[src/rtl/hilo_mult_unit_pkg.sv]
// Shared opcode, state and width definitions for the HI/LO multiply issue/writeback unit.
package hilo_mult_unit_pkg;

  localparam int MUL_WIDTH = 32;
  localparam int MUL_OP_W  = 2;

  typedef enum logic [1:0] {
    OP_MULT  = 2'd0,
    OP_MULTU = 2'd1,
    OP_MTHI  = 2'd2,
    OP_MTLO  = 2'd3
  } op_t;

  typedef enum logic [1:0] {
    ST_IDLE  = 2'd0,
    ST_START = 2'd1,
    ST_WAIT  = 2'd2,
    ST_WRITE = 2'd3
  } state_t;

endpackage

[src/rtl/hilo_unsigned_fix.sv]
// Turns the core's signed product into an unsigned one for MULTU by adding back
// the operand that a set sign bit subtracted (mod 2^(2*WIDTH)).
module hilo_unsigned_fix #(
  parameter int WIDTH = 32
) (
  input  logic [2*WIDTH-1:0] p,
  input  logic [WIDTH-1:0]   a,
  input  logic [WIDTH-1:0]   b,
  input  logic               is_unsigned,
  output logic [2*WIDTH-1:0] p_fix
);

  logic [2*WIDTH-1:0] corr_a;
  logic [2*WIDTH-1:0] corr_b;

  always_comb begin
    corr_a = '0;
    corr_b = '0;
    if (is_unsigned && a[WIDTH-1]) corr_a = {b, {WIDTH{1'b0}}};
    if (is_unsigned && b[WIDTH-1]) corr_b = {a, {WIDTH{1'b0}}};
    p_fix = p + corr_a + corr_b;
  end

endmodule

[src/rtl/hilo_mult_unit.sv]
// Issue/writeback stage around the sequential multiplier core; owns the HI/LO registers.
//   state    | meaning
//   IDLE     | ready for MULT/MULTU/MTHI/MTLO
//   START    | mul_start high for this one cycle
//   WAIT     | waiting for core finish (first cycle ignores finish)
//   WRITE    | commit corrected product to HI/LO
module hilo_mult_unit
  import hilo_mult_unit_pkg::*;
#(
  parameter int WIDTH = MUL_WIDTH,
  parameter int OP_W  = MUL_OP_W
) (
  input  logic               clk,
  input  logic               rst_n,
  input  logic               req_valid,
  output logic               req_ready,
  input  logic [OP_W-1:0]    req_op,
  input  logic [WIDTH-1:0]   req_rs,
  input  logic [WIDTH-1:0]   req_rt,
  input  logic               abort,
  output logic [WIDTH-1:0]   hi,
  output logic [WIDTH-1:0]   lo,
  output logic               busy,
  output logic [WIDTH-1:0]   mul_a,
  output logic [WIDTH-1:0]   mul_b,
  output logic               mul_start,
  input  logic               mul_finish,
  input  logic [2*WIDTH-1:0] mul_p
);

  state_t             state;
  logic               is_unsigned;
  logic               wait_first;
  logic [2*WIDTH-1:0] p_fix;

  hilo_unsigned_fix #(.WIDTH(WIDTH)) u_fix (
    .p           (mul_p),
    .a           (mul_a),
    .b           (mul_b),
    .is_unsigned (is_unsigned),
    .p_fix       (p_fix)
  );

  // Gated by rst_n so the pipeline sees no acceptance while reset is held.
  assign req_ready = rst_n && (state == ST_IDLE);

  always_ff @(posedge clk or negedge rst_n) begin
    if (!rst_n) begin
      state       <= ST_IDLE;
      hi          <= '0;
      lo          <= '0;
      busy        <= 1'b0;
      mul_start   <= 1'b0;
      mul_a       <= '0;
      mul_b       <= '0;
      is_unsigned <= 1'b0;
      wait_first  <= 1'b0;
    end else begin
      mul_start <= 1'b0;
      case (state)
        ST_IDLE: begin
          if (req_valid && !abort) begin
            case (op_t'(req_op))
              OP_MULT, OP_MULTU: begin
                mul_a       <= req_rs;
                mul_b       <= req_rt;
                is_unsigned <= (op_t'(req_op) == OP_MULTU);
                busy        <= 1'b1;
                mul_start   <= 1'b1;
                state       <= ST_START;
              end
              OP_MTHI: hi <= req_rs;
              OP_MTLO: lo <= req_rs;
              default: ;
            endcase
          end
        end
        ST_START: begin
          wait_first <= 1'b1;
          if (abort) begin
            busy  <= 1'b0;
            state <= ST_IDLE;
          end else begin
            state <= ST_WAIT;
          end
        end
        ST_WAIT: begin
          // A finish left high by the previous operation is still visible here.
          wait_first <= 1'b0;
          if (abort) begin
            busy  <= 1'b0;
            state <= ST_IDLE;
          end else if (!wait_first && mul_finish) begin
            state <= ST_WRITE;
          end
        end
        ST_WRITE: begin
          hi    <= p_fix[2*WIDTH-1:WIDTH];
          lo    <= p_fix[WIDTH-1:0];
          busy  <= 1'b0;
          state <= ST_IDLE;
        end
        default: state <= ST_IDLE;
      endcase
    end
  end

endmodule

[config.mk]
export PLATFORM = sky130hd
export DESIGN_NAME = hilo_mult_unit
export DESIGN_NICKNAME = d
export VERILOG_FILES = /design/src/rtl/hilo_mult_unit_pkg.sv /design/src/rtl/hilo_unsigned_fix.sv /design/src/rtl/hilo_mult_unit.sv
export SDC_FILE = /design/constraint.sdc
export NUM_CORES = 1
export LEC_CHECK = 0
export ABC_AREA = 1
export BUFFER_PORTS_ARGS = -buffer_cell sky130_fd_sc_hd__buf_2
export CORE_UTILIZATION = 55
export DETAILED_ROUTE_END_ITERATION = 8
export HOLD_SLACK_MARGIN = 0.02
export PLACE_DENSITY = 0.83
export SYNTH_ARGS = -nofsm -noshare
export SYNTH_HDL_FRONTEND = slang
export SYNTH_HIERARCHICAL = 1
export SYNTH_SLANG_ARGS = --single-unit
[constraint.sdc]
create_clock -name clk -period 4.85 [get_ports clk]
set_input_delay 0.7275 -clock clk [delete_from_list [all_inputs] [get_ports clk]]
set_output_delay 0.7275 -clock clk [all_outputs]
set_load 0.01 [all_outputs]
After elaboration in Yosys (flattened, before gate mapping)

Index checks and enable logic that the tools add are counted.

Flip-flop bits (word level): 134
Bits of input ports: 135
Output and inout bits: 131
Logic and storage cells: 63

Add/sub/neg operators: 2
Equality and inequality tests: 12
Muxes and demuxes: 22
Reduce and logical (&&, ||, !) cells: 18

Operator list:

| kind                                                | count |
|---|---|
| adder 64 bit                                        | 2 |
| two-way mux 32 bit                                  | 4 |
| two-way mux 64 bit                                  | 2 |
| one-hot mux 32 bit (2 select lines)                 | 2 |
| AND reduction 3 bit                                 | 5 |
| two-way mux 2 bit                                   | 5 |
| != test 2 x 1 -> 1 bit, second input constant       | 5 |
| equality test 2 bit, second input constant          | 4 |
| one-hot mux 2 bit (4 select lines)                  | 1 |
| two-way mux 1 bit                                   | 6 |
| logical AND 1 bit                                   | 5 |
| equality test 2 x 1 -> 1 bit, second input constant | 2 |
| zero test 2 bit                                     | 2 |
| nonzero test 2 bit                                  | 2 |
| OR reduction 2 bit                                  | 2 |
| != test 3 bit, second input constant                | 1 |
| one-hot mux 1 bit (3 select lines)                  | 1 |
| zero test 1 bit                                     | 2 |
| one-hot mux 1 bit (2 select lines)                  | 1 |

Depth between registers and ports, before layout

Gate-level depths: netlist of run 1.

Word-level depth: 5
Gate-level depth with buffers: 20
Gate-level depth less buffers: 19

Hierarchy

The synthesis of run 1 kept the hierarchy.

By module, submodules not included:

| module            | times used | cells an instance | area an instance (um2) |
|---|---|---|---|
| hilo_mult_unit    | 1          | 780               | 6037.0 |
| hilo_unsigned_fix | 1          | 659               | 3666.0 |

Worst setup path before layout of run 1

OpenSTA, ideal clock, no wires.

Path type: reg-to-reg
From: reg mul_a[31]
To: reg hi[21]
Arrival: 2888 ps
Setup slack: 1844 ps
Stages on the path, launching flop included: 21
Cell sequence: dfrtp_1 nand2_1 clkbuf_1 nor2_1 fa_1 ha_1 fa_1 nand3_1 nand3_1 nand2_1 nand2_2 nand2_2 nand2_2 nand2_1 nand2_1 nand2_1 nand2_1 nand2_1 nand2_1 nand4_1 nand2_1

Cells in the longest elaborated chain, start to end: 5

Ends and longest elaborated chain:

| what                                | RTL line                | text |
|---|---|---|
| start: declaration                  | hilo_mult_unit.sv:24    | `output logic [WIDTH-1:0] mul_a,` |
| start signal: assignment            | hilo_mult_unit.sv:65    | `mul_a <= req_rs;` |
| logical AND 1 bit                   | hilo_unsigned_fix.sv:19 | `if (is_unsigned && a[WIDTH-1]) corr_a = {b, {WIDTH{1'b0}}};` |
| two-way mux 64 bit                  | hilo_unsigned_fix.sv:19 |  |
| adder 64 bit (2 in a row)           | hilo_unsigned_fix.sv:21 | `p_fix = p + corr_a + corr_b;` |
| named net p_fix[53]                 | hilo_mult_unit.sv:34    | `logic [2*WIDTH-1:0] p_fix;` |
| one-hot mux 32 bit (2 select lines) | hilo_mult_unit.sv:60    | `case (state)` |
| end signal: assignment              | hilo_mult_unit.sv:72    | `OP_MTHI: hi <= req_rs;` |
| end signal: assignment              | hilo_mult_unit.sv:98    | `hi <= p_fix[2*WIDTH-1:WIDTH];` |
| end: declaration                    | hilo_mult_unit.sv:21    | `output logic [WIDTH-1:0] hi,` |

The timed path passes the listed nets, and every way through them passes these cells.
A chain may end at the register's enable or synchronous reset.

Final worst setup path of run 1

From: reg is_unsigned
To: reg hi[21]

Cells in the longest elaborated chain, start to end: 5
Elaborated cells between the ends (all ways): 7

Ends and longest elaborated chain:

| what                                    | RTL line                | text |
|---|---|---|
| start: declaration                      | hilo_mult_unit.sv:32    | `logic is_unsigned;` |
| start signal: assignment                | hilo_mult_unit.sv:67    | `is_unsigned <= (op_t'(req_op) == OP_MULTU);` |
| logical AND 1 bit                       | hilo_unsigned_fix.sv:19 |  |
| two-way mux 64 bit                      | hilo_unsigned_fix.sv:19 |  |
| adder 64 bit                            | hilo_unsigned_fix.sv:21 |  |
| adder 64 bit (*)                        | hilo_unsigned_fix.sv:21 |  |
| named net p_fix[53]                     | hilo_mult_unit.sv:34    |  |
| one-hot mux 32 bit (2 select lines) (*) | hilo_mult_unit.sv:60    |  |

The timed path passes the listed nets; every way through them passes the cells marked *.

==> results of run 1 <==
## worst max-delay path, delay by kind of cell (launching register included)
| family | cells | cell delay (ns) |
|---|---|---|
| AND/OR/NAND/NOR | 15 | 1.34 |
| adder cells (fa/ha/maj) | 3 | 1.24 |
| flip-flops | 1 | 0.43 |
| buffers and inverters | 1 | 0.30 |
## per-stage QoR
stage          instance area, um^2  power, mW  util [%]
6_report                     11520      7.128     66.83
5_1_grt                      11520      7.656     66.83
4_1_cts                      11520      7.112     66.83
3_5_place_dp                 10920      5.764     63.38
3_3_place_gp                 10920      5.676     63.38
2_1_floorplan                 9703      4.428         -
## area by class of cell
cell class	instances	area [um^2]
clock buffers	20	446.7
flip-flops and latches	134	3353
inverters	176	660.6
clock inverters	12	147.6
repair buffers	277	1423
well taps	225	281.5
fillers	1539	5718
multi-input cells	1041	5206
## cell families after synthesis
kind of cell    share of synthesized area (%)
simple gates                            39.46
buf+inv                                 11.84
flops                                   34.56
fa+ha+maj                               11.12
compound gates                          1.586
xor+xnor                                1.444
## synthesized netlist by cell type
library cell | count | area share, %
o21ai_0 | 4 | 0.21
nand2_1 | 694 | 27
nor3_1 | 2 | 0.10
xnor2_1 | 1 | 0.090
a21oi_2 | 1 | 0.090
inv_2 | 5 | 0.19
nand3_1 | 28 | 1.4
a21oi_1 | 19 | 0.98
dfrtp_1 | 134 | 35
nor3_2 | 4 | 0.41
clkinv_1 | 1 | 0.039
o21bai_1 | 3 | 0.23
buf_1 | 6 | 0.23
nand3_2 | 8 | 0.83
fa_1 | 32 | 6.6
nand4_1 | 68 | 4.4
ha_1 | 35 | 4.5
nor2_2 | 4 | 0.26
nor2_1 | 104 | 4.0
clkbuf_1 | 22 | 0.85
buf_2 | 27 | 1.4
nand2_2 | 18 | 1.2
a21o_1 | 1 | 0.077
inv_1 | 170 | 6.6
xor2_1 | 15 | 1.4
buf_4 | 33 | 2.6
## sequential cells by signal, indices dropped and copies added (netlist names)
signal / count
busy: 1
hi: 32
is_unsigned: 1
lo: 32
mul_a: 32
mul_b: 32
mul_start: 1
state: 2
wait_first: 1
## per-layer routing
metal | GRT usage (%) | part of all wire (%) | vias to the layer above
li1 | - | - | 4753
met3 | 6.006 | 7.8 | 86
met1 | 40.47 | 39 | 4641
met2 | 57.04 | 48 | 504
met5 | 0 | 0 | -
met4 | 16.85 | 4.6 | 0
## power by group
| part | total, mW | internal, mW | switching, mW |
|---|---|---|---|
| Sequential | 2.09 | 1.66 | 0.426 |
| Clock | 1.32 | 0.780 | 0.539 |
| Combinational | 3.72 | 1.26 | 2.46 |
## worst paths after layout
kind                             startpoint  endpoint  depth (start not counted)
worst max-delay path            is_unsigned    hi[21]                         19
worst max register to register  is_unsigned    hi[21]                         19
min in group clk                     hi[13]    hi[13]                          2
max in group asynchronous             rst_n     hi[9]                          2
worst min-delay path                  rst_n  mul_b[5]                          1
worst min register to register       hi[13]    hi[13]                          2
==> impl_metrics.toml, run 1 <==
[detailed_routing]
drt_wl_total_um = 29660
wl_per_cell_um = 15.73
routed-via-count = 9984
detail_route.vias_per_cell = 5.297
initialDrtViolationCount = 795
detail_route.drc_violations = 0
postRouteAntennaNets = 0
drt_pass1_iterations = 6

[sta]
final_hold_viol_count = 0
achievable-frequency_mhz = 296.7
final_critical_path_time_including_i_o_delays_and_setup_ns = 3.371
final-max-slew-violation-count = 0
worstMarginPinSlew_ns = 1.086
tns_ns = 0
hold_slack_ns = 0.2898
rsz0062_at_grt = "false"
layout_setup_ws_ns = 1.479
timing.max_slew.rel_slack_pct = 27.54
layout_worst_path_cycle_share_pct = 69.50
fin_skew_ns = 0.01092
finalSetupViolCount = 0

[run_status]
status = "finished, final reports clean"

[floorplan]
io-pin-count = 266
core_mm2 = 0.01724
initial_core_util_pct = 56.29
design.die.area_mm2 = 0.01818
chipWidth_um = 134.8
num_rows = 48
fp.dieH_um = 134.8

[final_layout]
layout_common_cells = "nand2_1 (693), buf_2 (264), inv_1 (169)"
antennaDiodeCount = 0
post_layout_nonfiller_instances = 1885
area_growth_syn_to_layout_pct = 18.71
most_common_cell_after_layout_fill_and_taps_aside = "nand2_1"
drive_gt1_share_pct = 21.14
num-nets-final = 1849

[worst_setup_path]
cp_cell_sequence = "nand2_1, buf_4, nor2_1, fa_1, ha_1, fa_1, nand3_1, nand3_1, nand2_1, nand2_2, nand2_2, nand2_2, nand2_1, nand3_1, nand2_1, nand2_1, nand2_1, nand4_1, nand2_1"
critical-path-slowest-cell = "fa_1"
timing.critical_path.fanout_max = 30
crit_path_start_kind = "flop"
crit_path_end_kind = "flop"
critPathMaxStageDelay_ns = 0.48
required_ns = 5.22
worstPathArrival_ns = 3.74
criticalPathCategory = "flop to flop"
cpMostUsedCell = "nand2_1"
regToRegSetupSlack_ns = 1.48

[placement]
detailedPlacementHpwl_um = 22010
routability_congestion = 0.9585
portBuffers = 265
placed_cell_count = 1853
dp_worst_setup_slack_ns = 1.545

[clock_network]
cts_resized = 0
htreeDepth = 4
clockBufferDepth = 2
cts_hold_buffers = 0
tritoncts_num_sinks = 134
cts_root_buffer = "clkbuf_16"
post_cts.repair.setup_buffers = 0
clk_latency_ns = 0.43
worst_setup_hold_path_clk_slew_ns = 0.06
cts_tree = "done"
tritoncts.num_buffers = 17

[logic_synthesis]
postSynthCellCount = 1439
syn-num-nets = 1641
synth_area_per_cell_um2 = 6.743
ys_types = 26
yosys_warnings = 6
synth_area_mm2 = 0.009703
synth-seq-cells = 134
register_area_share_after_synthesis_pct = 34.56

[global_route]
first_global_vias = 9586
globalRouteTotalUtil_pct = 33.40
grt_max_degree = 76
grt_first_pass_wirelength_um = 46840
antenna_found_initial = 0
grt_remaining_overflow = 0

[power_and_ir_drop]
power-per-cell-area_mw_per_mm2 = 618.8
max-vdd-ir-drop_uv = 317.3
leakage_nw = 7.105

[run]
max_cap_viol_count = 0

[hold_path]
worstHoldPathType = "input pin to async pin"
Power figures use the tool's default switching activity.
==> run 2: changes to the inputs <==
--- a/config.mk
+++ b/config.mk
@@ -5,12 +5,12 @@
 export SDC_FILE = /design/constraint.sdc
 export NUM_CORES = 1
 export LEC_CHECK = 0
-export ABC_AREA = 1
+export ABC_AREA = 0
 export BUFFER_PORTS_ARGS = -buffer_cell sky130_fd_sc_hd__buf_2
-export CORE_UTILIZATION = 55
+export CORE_UTILIZATION = 53
 export DETAILED_ROUTE_END_ITERATION = 8
 export HOLD_SLACK_MARGIN = 0.02
-export PLACE_DENSITY = 0.83
+export PLACE_DENSITY = 0.82
 export SYNTH_ARGS = -nofsm -noshare
 export SYNTH_HDL_FRONTEND = slang
 export SYNTH_HIERARCHICAL = 1
==> constraint.sdc (replaced) <==
create_clock -name clk -period 3.5 [get_ports clk]
set_input_delay 0.525 -clock clk [delete_from_list [all_inputs] [get_ports clk]]
set_output_delay 0.525 -clock clk [all_outputs]
set_load 0.01 [all_outputs]
==> impl_metrics.toml, run 2 <==
[detailed_routing]
drt_wl_total_um = 25620
detail_route.vias_per_cell = 5.612
drt_pass1_iterations = 5
postRouteAntennaNets = 0
wl_per_cell_um = 19.24
initialDrtViolationCount = 482
detail_route.drc_violations = 0
routed-via-count = 7475

[worst_setup_path]
buffers_inverters_on_critical_path = 3
critPathLaunch = "is_unsigned"
cp_cell_sequence = "buf_12, buf_12, and3_4, fa_1, ha_4, buf_6, nand4b_1, a21oi_4, nor3_4, o41a_1, xnor2_1, a21oi_1, mux2i_1"
criticalPathCategory = "flop to flop"
setup.worst_path.end = "hi[14]"
timing.critical_path.fanout_max = 8
crit_path_start_kind = "flop"
regToRegSetupSlack_ns = 0.02
worstReg2RegEnd = "hi[14]"
critPathMaxStageDelay_ns = 0.52
crit_cells = 13
crit_path_end_kind = "flop"
r2r_cells = 13
start_of_the_worst_register_to_register_path = "is_unsigned"
cpMostUsedCell = "buf_12"
critical-path-slowest-cell = "fa_1"
worstPathArrival_ns = 3.77
required_ns = 3.80
critPathTopFamily = "compound AO/OA/AOI/OAI gates"

[floorplan]
num_rows = 47
initial_core_util_pct = 54.42
fp.dieH_um = 132.7
io-pin-count = 266
design.die.area_mm2 = 0.01762
core_mm2 = 0.01664
chipWidth_um = 132.7

[logic_synthesis]
synth_area_per_cell_um2 = 10.78
register_area_share_after_synthesis_pct = 37.02
combinational_family_with_the_most_area_after_synthesis = "multiplexers"
netlist_top_cells_count = "dfrtp_1 (134), a21oi_1 (88), inv_1 (73)"
synth_area_mm2 = 0.009057
post_synthesis_mux_area_share_pct = 17.21
postSynth.topFlopCell = "dfrtp_1"
synth_top_cell_area_share_pct = 37.02
synth_most_common_cell = "dfrtp_1"
asyncSetResetFlopFracSynth_pct = 100.0
ys_types = 63
count_of_flip_flops_with_a_built_in_enable_after_synthesis = 0
yosys-top-cells-area = "dfrtp_1 (37%), mux2i_1 (7.5%), fa_1 (7.1%)"
synth_compound_area_share_pct = 11.13
syn-num-nets = 1042
postSynthCellCount = 840
synth_area_leader_cell = "dfrtp_1"
synth-adder-area-share_pct = 11.91
post_synth_xor_area_fraction_pct = 2.514
synth-seq-cells = 134
post_synthesis_simple_gate_area_fraction_pct = 11.22
yosys_warnings = 6

[run_status]
status = "finished, final reports clean"

[clock_network]
cts_hold_buffers = 0
cts_tree = "done"
cts_root_buffer = "clkbuf_16"
tritoncts.num_buffers = 17
tritoncts_num_sinks = 134
clockBufferDepth = 2
worst_setup_hold_path_clk_slew_ns = 0.06
htreeDepth = 4
clk_latency_ns = 0.43

[final_layout]
antennaDiodeCount = 0
drive_gt1_share_pct = 42.81
post_layout_nonfiller_instances = 1332
num-nets-final = 1302
layout_common_cells = "buf_2 (264), dfrtp_1 (133), inv_1 (73)"
area_growth_syn_to_layout_pct = 29.00
final_design_area_no_fill_mm2 = 0.01168
most_common_cell_after_layout_fill_and_taps_aside = "buf_2"

[global_route]
globalRouteTotalUtil_pct = 28.52
first_global_vias = 7615
grt_max_degree = 94
grt_first_pass_wirelength_um = 38930
grt_remaining_overflow = 0
antenna_found_initial = 1

[sta]
final_hold_viol_count = 0
rsz0062_at_grt = "true"
fin_skew_ns = 0.01134
layout_worst_path_cycle_share_pct = 99.34
layout_setup_ws_ns = 0.02295
worstMarginPinSlew_ns = 0.7991
timing.max_slew.rel_slack_pct = 46.60
finalSetupViolCount = 0
final_critical_path_time_including_i_o_delays_and_setup_ns = 3.477
achievable-frequency_mhz = 287.6
final-max-slew-violation-count = 0

[power_and_ir_drop]
leakage_nw = 6.130
power-per-cell-area_mw_per_mm2 = 1050
max-vdd-ir-drop_uv = 636.6

[placement]
placed_cell_count = 1293
detailedPlacementHpwl_um = 17750
dpl_cell_area_mm2 = 0.01051
dp_worst_setup_slack_ns = 0.003170
portBuffers = 265
routability_congestion = 0.8859

[run]
max_cap_viol_count = 0

[hold_path]
worstHoldPathType = "input pin to async pin"
==> run 2: cell count changes after synthesis, moves of 34 or more <==
cell,delta
nand2_1,-675
inv_1,-97
nor2_1,-88
a21oi_1,+69
mux2i_1,+68
nand4_1,-65
and3_1,+62
mux2_4,+39
nor2b_1,+34
==> run 2: cell families (layout without fill, tap and decap cells) <==
group / after synthesis / count (layout)
fa+ha+maj: 67 / 67
simple gates: 175 / 175
mux: 133 / 133
compound gates: 159 / 159
buf+inv: 146 / 418
flops: 134 / 134
xor+xnor: 26 / 26
==> run 2: worst min-delay path by stage <==
stage           from     end  slack [ns]  cells past startpoint
2_1_floorplan  rst_n    busy        0.23                      0
3_3_place_gp   rst_n  lo[23]        0.49                      1
3_5_place_dp   rst_n  lo[23]        0.49                      1
4_1_cts        rst_n  lo[23]        0.03                      1
5_1_grt        rst_n  lo[23]        0.05                      1
6_report       rst_n  lo[23]        0.02                      1
==> run 2: per-stage QoR <==
step | power [mW] | TNS (ns) | util, % | hold WS, ns
after CTS | 11.57 | -0.003833 | 67.17 | 0.02911
final | 12.27 | 0 | 70.21 | 0.01998
after global placement | 9.250 | 0 | 63.15 | 0.4866
after floorplan | 7.205 | 0 | - | 0.2294
after detailed placement | 9.444 | 0 | 63.15 | 0.4876
after global routing | 13.00 | -0.4441 | 70.21 | 0.04617
==> run 2: final cells by class <==
type                       count  area (um^2)
clock buffer                  20        466.7
clock inverter                11        195.2
fill                        1190         4959
inverter                      73        274.0
multi-input combinational    560         5255
sequential                   134         3354
tap                          220        275.3
timing repair buffer         314         1863
==> run 2: where the power goes <==
part | internal (mW) | switching [mW]
registers | 2.37 | 0.589
clock network | 1.32 | 0.708
logic | 3.43 | 3.86
==> run 2: what timing repair did <==
action,in CTS,in global routing
buffers inserted,0,5
gates cloned,0,3
endpoints found under the hold margin,0,0
endpoints found under the setup margin,4,18
resized for setup,2,71
pin swaps,1,45
==> run 2: worst reg2reg max path: cells and delay by family, from the launching register on <==
kind	cells	cell delay [ns]
AO/OA/AOI/OAI	3	1.00
XOR/XNOR	1	0.18
adder cells (fa/ha/maj)	2	0.82
buffers and inverters	3	0.38
flip-flops	1	0.41
multiplexers	1	0.11
AND/OR/NAND/NOR	3	0.46
==> run 2: metal layers <==
| layer | vias up | track usage [%] | part of all wire [%] |
|---|---|---|---|
| met1 | 3706 | 36.44 | 42 |
| li1 | 3421 | - | - |
| met2 | 306 | 48.22 | 50 |
| met3 | 40 | 5.785 | 6.0 |
| met4 | 2 | 9.834 | 1.7 |
| met5 | - | 0 | 0.055 |
==> run 3: changes to the inputs <==
--- a/config.mk
+++ b/config.mk
@@ -7,10 +7,12 @@
 export LEC_CHECK = 0
 export ABC_AREA = 0
 export BUFFER_PORTS_ARGS = -buffer_cell sky130_fd_sc_hd__buf_2
-export CORE_UTILIZATION = 53
+export CORE_ASPECT_RATIO = 0.8
+export CORE_UTILIZATION = 54
+export CTS_BUF_LIST = sky130_fd_sc_hd__clkbuf_4 sky130_fd_sc_hd__clkbuf_8
 export DETAILED_ROUTE_END_ITERATION = 8
 export HOLD_SLACK_MARGIN = 0.02
-export PLACE_DENSITY = 0.82
+export PLACE_DENSITY = 0.83
 export SYNTH_ARGS = -nofsm -noshare
 export SYNTH_HDL_FRONTEND = slang
 export SYNTH_HIERARCHICAL = 1
==> impl_metrics.toml, run 3 (synthesized netlist as in run 2, its figures left out) <==
[power_and_ir_drop]
power.share.clock_pct = 12.3
power.share.switching_pct = 43.35
max-vdd-ir-drop_uv = 652.9
leakage_nw = 5.886
p_switching_mw = 4.704
internal_power_mw = 6.146
comb_power_share_pct = 60.1
p_seq_share_pct = 27.5
power-per-cell-area_mw_per_mm2 = 986.4
pwr_total_mw = 10.85

[detailed_routing]
detail_route.vias_per_cell = 5.505
postRouteAntennaNets = 0
wl_per_cell_um = 17.96
drt_pass1_iterations = 6
routed-via-count = 7234
drt_wl_total_um = 23610
initialDrtViolationCount = 413
detail_route.drc_violations = 0

[clock_network]
tritoncts_num_sinks = 134
cts_tree = "done"
clk_latency_ns = 0.44
cts_root_buffer = "clkbuf_8"
tritoncts.num_buffers = 17
worst_setup_hold_path_clk_slew_ns = 0.08
htreeDepth = 4
cts_hold_buffers = 0
clockBufferDepth = 2

[final_layout]
layout_common_cells = "buf_2 (264), dfrtp_1 (132), a21oi_1 (80)"
fillCellCount = 1225
drive_gt1_share_pct = 39.38
final_design_area_no_fill_mm2 = 0.01100
most_common_cell_after_layout_fill_and_taps_aside = "buf_2"
area_growth_syn_to_layout_pct = 21.44
multi_input_area_mm2 = 0.005020
num-nets-final = 1286
area.sequential_mm2 = 0.003356

[sta]
final_hold_viol_count = 0
rsz0062_at_grt = "true"
fin_skew_ns = 0.01219
hold_slack_ns = 0.06048
worstMarginPinSlew_ns = 0.8530
layout_worst_path_cycle_share_pct = 96.79
achievable-frequency_mhz = 295.2
final_critical_path_time_including_i_o_delays_and_setup_ns = 3.388
final-max-slew-violation-count = 0
timing.max_slew.rel_slack_pct = 43.01
finalSetupViolCount = 0
tns_ns = 0

[floorplan]
fp.dieH_um = 117.8
chipWidth_um = 146.8
num_rows = 41
io-pin-count = 266
design.die.area_mm2 = 0.01730
core_mm2 = 0.01606
initial_core_util_pct = 56.41

[worst_setup_path]
regToRegSetupSlack_ns = 0.11
timing.critical_path.fanout_max = 29
crit_path_start_kind = "flop"
worstPathArrival_ns = 3.74
crit_path_end_kind = "flop"
criticalPathCategory = "flop to flop"
required_ns = 3.85

[global_route]
grt_max_degree = 75
grt_remaining_overflow = 0
grt_first_pass_wirelength_um = 37730
globalRouteTotalUtil_pct = 27.56
global_route_track_usage_on_met1_pct = 37.83
grt.met2_usage_pct = 43.63
antenna_found_initial = 2
top_usage_layer = "met2"
first_global_vias = 7436
globalRouteMet3Util_pct = 6.434

[run_status]
status = "finished, final reports clean"

[placement]
routability_congestion = 0.9456
dpl_cell_area_mm2 = 0.01043
portBuffers = 265
detailedPlacementHpwl_um = 17590

[hold_path]
worstHoldPathType = "input pin to async pin"

[run]
max_cap_viol_count = 0
run 3: changes by cell type in the layout (fill, tap and decap cells not counted), moves of 3 or more:
cell	previous run	this run
a31oi_4	4	0
a21oi_2	16	9
ha_1	22	29
a21oi_1	71	80
ha_4	9	3
clkbuf_4	0	4
clkbuf_8	3	20
buf_4	35	26
clkbuf_16	20	1
clkinvlp_4	0	3
bufinv_16	5	2
run 3: layout make-up:
class	count	area share, %
clock inverter	8	0.8873
inverter	73	2.491
antenna	2	0.04550
multi-input combinational	560	45.64
tap	215	2.446
timing repair buffer	298	15.21
clock buffer	24	2.776
sequential	134	30.51
run 3: power groups by stage:
stage	Combinational, mW	Sequential (mW)	Clock [mW]
6_report	6.52	2.99	1.34
3_5_place_dp	6.30	2.98	0
5_1_grt	7.13	3.08	1.42
2_1_floorplan	4.01	3.19	0
4_1_cts	6.35	2.97	1.35
3_3_place_gp	6.14	2.97	0
run 3: per-stage QoR:
step	cells	worst slack, ns	utilization, %
detailed placement	1276	-0.02949	64.93
floorplan	840	0.1593	-
finish	1314	0.1122	68.50
global route	1314	-0.03183	68.50
CTS	1309	0.02255	67.57
global placement	1276	0.05973	64.93
run 3: worst max-delay path, cell delays in order (launching register included):
cell and delay (ns):
dfrtp_2 0.47, clkbuf_16 0.22, and3_1 0.21, fa_1 0.47
ha_1 0.38, nand4b_1 0.16, a21oi_2 0.26, nor3_1 0.11
o41a_1 0.47, o21bai_2 0.16, xor2_1 0.16, a21oi_1 0.08
mux2i_1 0.15
run 3: timing repair:
| action | 4_1_cts | 5_1_grt |
|---|---|---|
| gates resized for setup | 4 | 22 |
| pin swaps | 2 | 15 |
| setup buffers | 1 | 2 |
| endpoints found under the hold margin | 0 | 0 |
| gates cloned | 0 | 1 |
| endpoints found under the setup margin | 5 | 15 |
run 3: routing by layer:
layer | routed length, um | vias up
li1 | - | 3389
met1 | 10580 | 3552
met2 | 11260 | 267
met3 | 1407 | 26
met4 | 362 | 0
met5 | 0 | -
run 3: worst paths after layout:
kind                              from        to  cells past startpoint
max                        is_unsigned    hi[16]                     12
min                              rst_n  mul_b[3]                      1
max reg2reg                is_unsigned    hi[16]                     12
min reg2reg                       busy      busy                      2
max in group asynchronous        rst_n    lo[16]                      2
min in group clk             req_rt[8]  mul_b[8]                      2
